$ cat src/rtl/mm_pkg.sv
// Shared types and helpers for the matrix operand memory path (loader now, read-side later).
// Holds the loader FSM encoding, default geometry and the element address mapping.
package mm_pkg;

   localparam int MmDataSize = 8;
   localparam int MmRows     = 4;
   localparam int MmCols     = 4;

   typedef enum logic [1:0] {
      IDLE = 2'd0,
      LOAD = 2'd1,
      DONE = 2'd2
   } loader_state_t;

   // Linear memory index of element (row, col) of a rows x cols matrix,
   // stored row-major or transposed (column-major).
   function automatic int unsigned mm_elem_addr(input int unsigned row,
                                                input int unsigned col,
                                                input int unsigned rows,
                                                input int unsigned cols,
                                                input logic        transpose);
      if (transpose) begin
         return col * rows + row;
      end
      return row * cols + col;
   endfunction

endpackage

$ cat src/rtl/matrix_loader.sv
// Streams row-major matrix elements into the operand memory write port,
// optionally transposing the layout; start/done frame each matrix load.
module matrix_loader
   import mm_pkg::*;
#(
   parameter int DATA_SIZE = MmDataSize,
   parameter int ROWS      = MmRows,
   parameter int COLS      = MmCols,
   parameter int DEPTH     = ROWS * COLS,
   localparam int AW       = (DEPTH > 1) ? $clog2(DEPTH) : 1
) (
   input  logic                 clk,
   input  logic                 rst_n,
   input  logic                 start_i,
   input  logic                 transpose_i,
   input  logic [DATA_SIZE-1:0] s_data_i,
   input  logic                 s_valid_i,
   output logic                 s_ready_o,
   output logic [AW-1:0]        w_addr_o,
   output logic [DATA_SIZE-1:0] w_data_o,
   output logic                 w_en_o,
   output logic                 busy_o,
   output logic                 done_o
);

   localparam int RW = (ROWS > 1) ? $clog2(ROWS) : 1;
   localparam int CW = (COLS > 1) ? $clog2(COLS) : 1;

   loader_state_t        r_state, w_state_d;
   logic [RW-1:0]        r_row_cnt, w_row_cnt_d;
   logic [CW-1:0]        r_col_cnt, w_col_cnt_d;
   logic                 r_transpose, w_transpose_d;
   logic [AW-1:0]        r_w_addr, w_w_addr_d;
   logic [DATA_SIZE-1:0] r_w_data, w_w_data_d;
   logic                 r_w_en, w_w_en_d;
   logic                 w_handshake;
   logic                 w_last_col;
   logic                 w_last_row;

   assign w_handshake = (r_state == LOAD) && s_valid_i;
   assign w_last_col  = (r_col_cnt == CW'(COLS - 1));
   assign w_last_row  = (r_row_cnt == RW'(ROWS - 1));

   always_comb begin
      w_state_d     = r_state;
      w_row_cnt_d   = r_row_cnt;
      w_col_cnt_d   = r_col_cnt;
      w_transpose_d = r_transpose;
      w_w_addr_d    = r_w_addr;
      w_w_data_d    = r_w_data;
      w_w_en_d      = 1'b0;
      unique case (r_state)
         IDLE: begin
            if (start_i) begin
               w_state_d     = LOAD;
               w_transpose_d = transpose_i;
               w_row_cnt_d   = '0;
               w_col_cnt_d   = '0;
            end
         end
         LOAD: begin
            if (w_handshake) begin
               w_w_en_d   = 1'b1;
               w_w_data_d = s_data_i;
               w_w_addr_d = AW'(mm_elem_addr(32'(r_row_cnt), 32'(r_col_cnt),
                                             32'(ROWS), 32'(COLS), r_transpose));
               if (w_last_col) begin
                  w_col_cnt_d = '0;
                  if (w_last_row) begin
                     w_row_cnt_d = '0;
                     w_state_d   = DONE;
                  end else begin
                     w_row_cnt_d = r_row_cnt + 1'b1;
                  end
               end else begin
                  w_col_cnt_d = r_col_cnt + 1'b1;
               end
            end
         end
         DONE:    w_state_d = IDLE;
         default: w_state_d = IDLE;
      endcase
   end

   always_ff @(posedge clk or negedge rst_n) begin
      if (!rst_n) begin
         r_state     <= IDLE;
         r_row_cnt   <= '0;
         r_col_cnt   <= '0;
         r_transpose <= 1'b0;
         r_w_addr    <= '0;
         r_w_data    <= '0;
         r_w_en      <= 1'b0;
      end else begin
         r_state     <= w_state_d;
         r_row_cnt   <= w_row_cnt_d;
         r_col_cnt   <= w_col_cnt_d;
         r_transpose <= w_transpose_d;
         r_w_addr    <= w_w_addr_d;
         r_w_data    <= w_w_data_d;
         r_w_en      <= w_w_en_d;
      end
   end

   // Handshake signals come straight from state so reset clears them asynchronously.
   assign s_ready_o = (r_state == LOAD);
   assign busy_o    = (r_state != IDLE);
   assign done_o    = (r_state == DONE);
   assign w_addr_o  = r_w_addr;
   assign w_data_o  = r_w_data;
   assign w_en_o    = r_w_en;

endmodule

$ cat config.mk
export PLATFORM = sky130hd
export DESIGN_NAME = matrix_loader
export DESIGN_NICKNAME = d
export VERILOG_FILES = /design/src/rtl/mm_pkg.sv /design/src/rtl/matrix_loader.sv
export SDC_FILE = /design/constraint.sdc
export NUM_CORES = 1
export LEC_CHECK = 0
export ABC_CLOCK_PERIOD_IN_PS = 1700
export CORE_MARGIN = 2
export CORE_UTILIZATION = 40
export CTS_CLUSTER_DIAMETER = 30
export DETAILED_ROUTE_END_ITERATION = 8
export GPL_TIMING_DRIVEN = 0
export PLACE_DENSITY_LB_ADDON = 0.25
export SYNTH_ARGS = -nofsm -noshare
export SYNTH_HDL_FRONTEND = slang
export SYNTH_SLANG_ARGS = --single-unit
$ cat constraint.sdc
create_clock -name clk -period 1.7 [get_ports clk]
set_input_delay 0.17 -clock clk [delete_from_list [all_inputs] [get_ports clk]]
set_output_delay 0.17 -clock clk [all_outputs]
set_load 0.01 [all_outputs]
* After elaboration in Yosys (flattened, before gate mapping) *
Index checks and enable logic that the tools add are counted.

storage, ports and cells
  register bits after elaboration = 20
  input bits = 13

cells by class
  $add $sub $neg = 4
  equal/unequal tests = 8
  multiplexer cells = 20
  reduce and logical (&&, ||, !) cells = 9

operators with widths
  operator                                                count
  two-way mux 2 bit                                       10
  case mux 2 bit (2 select lines)                         3
  adder 4 x 2 -> 4 bit                                    2
  two-way mux 4 bit                                       2
  AND reduction 4 bit                                     2
  equality test 2 bit (second input constant)             3
  inequality test 2 x 1 -> 1 bit (second input constant)  3
  two-way mux 1 bit                                       5
  adder 2 x 1 -> 2 bit (second input constant)            2
  AND reduction 2 bit                                     2
  nonzero test 2 bit                                      2
  AND reduction 3 bit                                     1
  equality test 2 x 1 -> 1 bit (second input constant)    1
  logical NOT 2 bit                                       1
  inequality test 2 bit (second input constant)           1
  logical AND 1 bit                                       1

* Depth between registers and ports, before layout *
  depth after elaboration = 5
  gate-level depth with buffers = 4
  depth with buffers taken out = 4

* Least setup slack after synthesis *
No wires, ideal clock.

  path kind = register -> register
  start = reg r_state[0]
  end = reg r_transpose
  arrival time = 1.138 ns
  required time = 1.575 ns
  path slack = 0.437 ns
  cell stages (with the launch flop) = 4
  buffers on the path = 1
  clock period less this slack = 1.263 ns
  cell sequence = dfrtp_1 -> buf_4 -> nor3b_1 -> mux2_2

between the ends
  longest elaborated chain between the ends = 2

RTL lines
  what                                  RTL line             source
  start: declaration                    matrix_loader.sv:29  loader_state_t r_state, w_state_d;
  start signal: assignment              matrix_loader.sv:95  r_state <= w_state_d;
  logical NOT 2 bit                     matrix_loader.sv:52  unique case (r_state)
  AND reduction 2 bit (no source line)  n/a
  end signal: assignment                matrix_loader.sv:98  r_transpose <= w_transpose_d;
  end: declaration                      matrix_loader.sv:32  logic r_transpose, w_transpose_d;

No other way between the ends.
A chain may end at the register's enable or synchronous reset.

* Worst setup path in the final report *
  start = reg r_state[0]
  end = out busy_o

between the ends
  longest elaborated chain between the ends = 1

RTL lines
  what                RTL line              source
  nonzero test 2 bit  matrix_loader.sv:107  assign busy_o = (r_state != IDLE);
  end: declaration    matrix_loader.sv:22   output logic busy_o,

No other way between the ends.

==> implementation parameters <==
Parameter                              Value

Global route
  Number of antenna violations at the first check in global routing    0
  Total track usage    0.1477
  Global route overflow    0
  Number of global-route vias before repair    655
  Pin count of the biggest net entering global routing    21
  Wire length of the first global-routing pass    around 2900 um

CTS
  Insertion delay to the later sink of the worst-skew pair    slightly below 300 ps
  Clock Path Buffers    2
  CTS tree    done
  Root Buffer Master    sky130_fd_sc_hd__clkbuf_4
  CTS HTree Levels    1
  Inserted Clock Buffers    3
  Clock slew seen by the registers of the worst setup and hold paths    110 ps
  Number of sinks on the clock net    20

Floorplanning
  Number of placed I/O pins    29
  X dimension of the die    between 50 and 60 um
  Die height    about 51 um
  Placeable core region    2148 um2
  Overall die area    around 2600 um2
  Placement Rows    17
  Initial Util    0.4141

Power
  Maximum VDD drop    about 0.74 mV
  Leak pwr    around 0.55 nW
  Power per cell area    around 1300 nW/um2
  Power after layout    about 0.0016 W

Placed design
  DP HPWL    around 1200 um
  Placed instance area    ~1200 um2
  Gp weighted congestion    0.8105
  Port bufs    28

Critical path
  Worst-path fanout max    10
  Required arrival time at the worst endpoint    around 1500 ps
  Biggest cell delay along the critical path    approximately 400 ps
  Kind of start point of the critical path    register
  Crit path capture type    output pin
  Arrival time at the worst endpoint    ~1400 ps
  Crit Path Class    register to output pin
  CP Cell Sequence    buf_4 -> or2_2 -> dlygate4sd2_1
  Slowest cell on the critical path    sky130_fd_sc_hd__dfrtp_1

STA
  Max frequency    632.5 MHz
  Setup violators final    0
  Setup skew after layout    between 4 and 5 ps
  Final Hold Viols    0
  Worst hold margin    between 300 and 400 ps
  Setup repair after global routing missed its margin    false
  Final cycle utilization of the critical path    0.9300
  Tmin final    1581 ps
  Relative slew margins    0.4239
  Fin. max-slew vios    0
  Worst slew pin tran    ~860 ps
  Total negative slack    0 ps

Detailed routing
  Via density    around 4.9
  Drt first-iter violations    7
  Count of vias placed by the detailed router    roughly 630
  Post-detailed-route wirelength per cell    12.71 um
  Number of nets with antenna violations after routing    0
  First-pass iteration count of the detailed router    4
  DRC Markers    0
  Total wirelength of the detailed-routed design    between 1500 and 2000 um

Logic synthesis
  Average instance area after synthesis    approximately 13 um2
  Cell Area, Synth    889.6 um2
  Total of flip-flops plus latches after synthesis    20
  Fraction of registers with async set or reset after synthesis    1.000
  Fraction of the yosys area taken by sequential cells    0.5626
  Synthesized net count    84
  Number of standard cells after synthesis    between 60 and 70
  Number of flops mapped to enable cells by yosys    0
  Primary flip-flop cell chosen by synthesis mapping    sky130_fd_sc_hd__dfrtp_1
  Number of distinct library cell variants in the gate-level netlist after synthesis    24
  YS warnings    0

Finish
  Antenna diodes    0
  Layout Area Growth over Synthesis    39.24%
  Final layout net count    118
  Final Cell Area    1239 um2
  Share of layout cells above drive strength 1    0.1683

Flow run
  Maximum capacitance violations    0

Outcome
  Outcome    complete, no violations

Worst hold path
  HP Class    primary input to asynchronous set/reset pin
-- metrics by stage --
stage / util / worst slack (ps) / cells
detailed placement: 0.5609 / 124.6 / 125
CTS: 0.5743 / 11.64 / 129
finish: 0.5766 / 119.0 / 129
floorplan: - / 437.4 / 69
global placement: 0.5609 / 140.7 / 125
global route: 0.5766 / 65.84 / 129
-- sequential cells by signal, summed over array words and instances, names as in the netlist --
name and flops:
r_transpose 1, r_row_cnt 2, w_data_o 8, w_addr_o 4
w_en_o 1, r_state 2, r_col_cnt 2
-- power breakdown --
group | internal, W | switching [W] | total [W]
clock network | 0.0000824 | 0.000136 | 0.000219
registers | 0.000618 | 0.000109 | 0.000727
logic | 0.000386 | 0.000259 | 0.000645
-- placed cells by master, fill, tap and decap left out, drive strengths merged --
cell type,n
a22o,4
a41oi,1
and4b,1
buf,4
clkbuf,3
clkdlybuf4s50,25
dfrtp,20
dlygate4sd2,1
dlymetal6s2s,2
ha,2
inv,3
mux2,9
mux2i,4
nand2,4
nand2b,2
nand3,1
nand3b,1
nor2,3
nor2b,2
nor3b,1
o21ai,4
o21bai,1
o22ai,1
o31ai,1
or2,1
-- final cells by class --
class / count / area, um2
fillers: 189 / 909.6
flip-flops and latches: 20 / 500.5
multi-input cells: 43 / 355.3
repair buffers: 29 / 291.5
well taps: 28 / 35.03
clock buffers: 3 / 22.52
plain buffers: 3 / 22.52
inverters: 3 / 11.26
-- cells in the mapped netlist (2+ instances only) --
cell / number / area share
sky130_fd_sc_hd__dfrtp_1: 20 / 0.56
sky130_fd_sc_hd__mux2_2: 8 / 0.10
sky130_fd_sc_hd__a22o_1: 4 / 0.039
sky130_fd_sc_hd__mux2i_1: 4 / 0.045
sky130_fd_sc_hd__nand2_1: 4 / 0.017
sky130_fd_sc_hd__o21ai_0: 4 / 0.023
sky130_fd_sc_hd__inv_1: 3 / 0.013
sky130_fd_sc_hd__nor2_1: 3 / 0.013
sky130_fd_sc_hd__ha_1: 2 / 0.028
sky130_fd_sc_hd__nand2b_1: 2 / 0.014
sky130_fd_sc_hd__nor2b_1: 2 / 0.014
-- worst paths after layout --
kind,start,end,slack (ps),depth (start not counted)
setup / recovery,r_state[0],busy_o,120,3
hold / removal,rst_n,w_addr_o[3],360,1
setup reg to reg,r_state[0],r_transpose,300,3
hold reg to reg,w_addr_o[3],w_addr_o[3],490,2
max in group asynchronous,rst_n,w_data_o[6],810,1
min in group clk,transpose_i,r_transpose,480,2
-- cells by family (layout without fill, tap and decap cells) --
kind of cell	Yosys count	in the layout	synth area share
DFF	20	20	0.5626
and+or+nand+nor	16	16	0.1125
muxes	13	13	0.1632
AOI/OAI and AO/OA	12	12	0.09565
buffers and inverters	6	38	0.03797
adders and majority gates	2	2	0.02812
-- routing by layer --
metal	track usage	up-vias	wire, um
met5	0	-	0
met4	0.08108	0	16
met3	0.02339	2	90
met2	0.2359	16	813
met1	0.1906	308	720
li1	-	308	-
-- timing repair --
| action | CTS | global route |
|---|---|---|
| resized for setup | 1 | 2 |
| hold buffers | 0 | 0 |
| buffers inserted | 1 | 0 |
| endpoints found under the setup margin | 3 | 2 |
-- critical path: cells and delay by family, from the launching register on --
kind	cells	cell delay, ps
buffers and inverters	2	460
AND/OR/NAND/NOR	1	270
flip-flops	1	400
No activity file was read; power rests on OpenSTA's default activity.
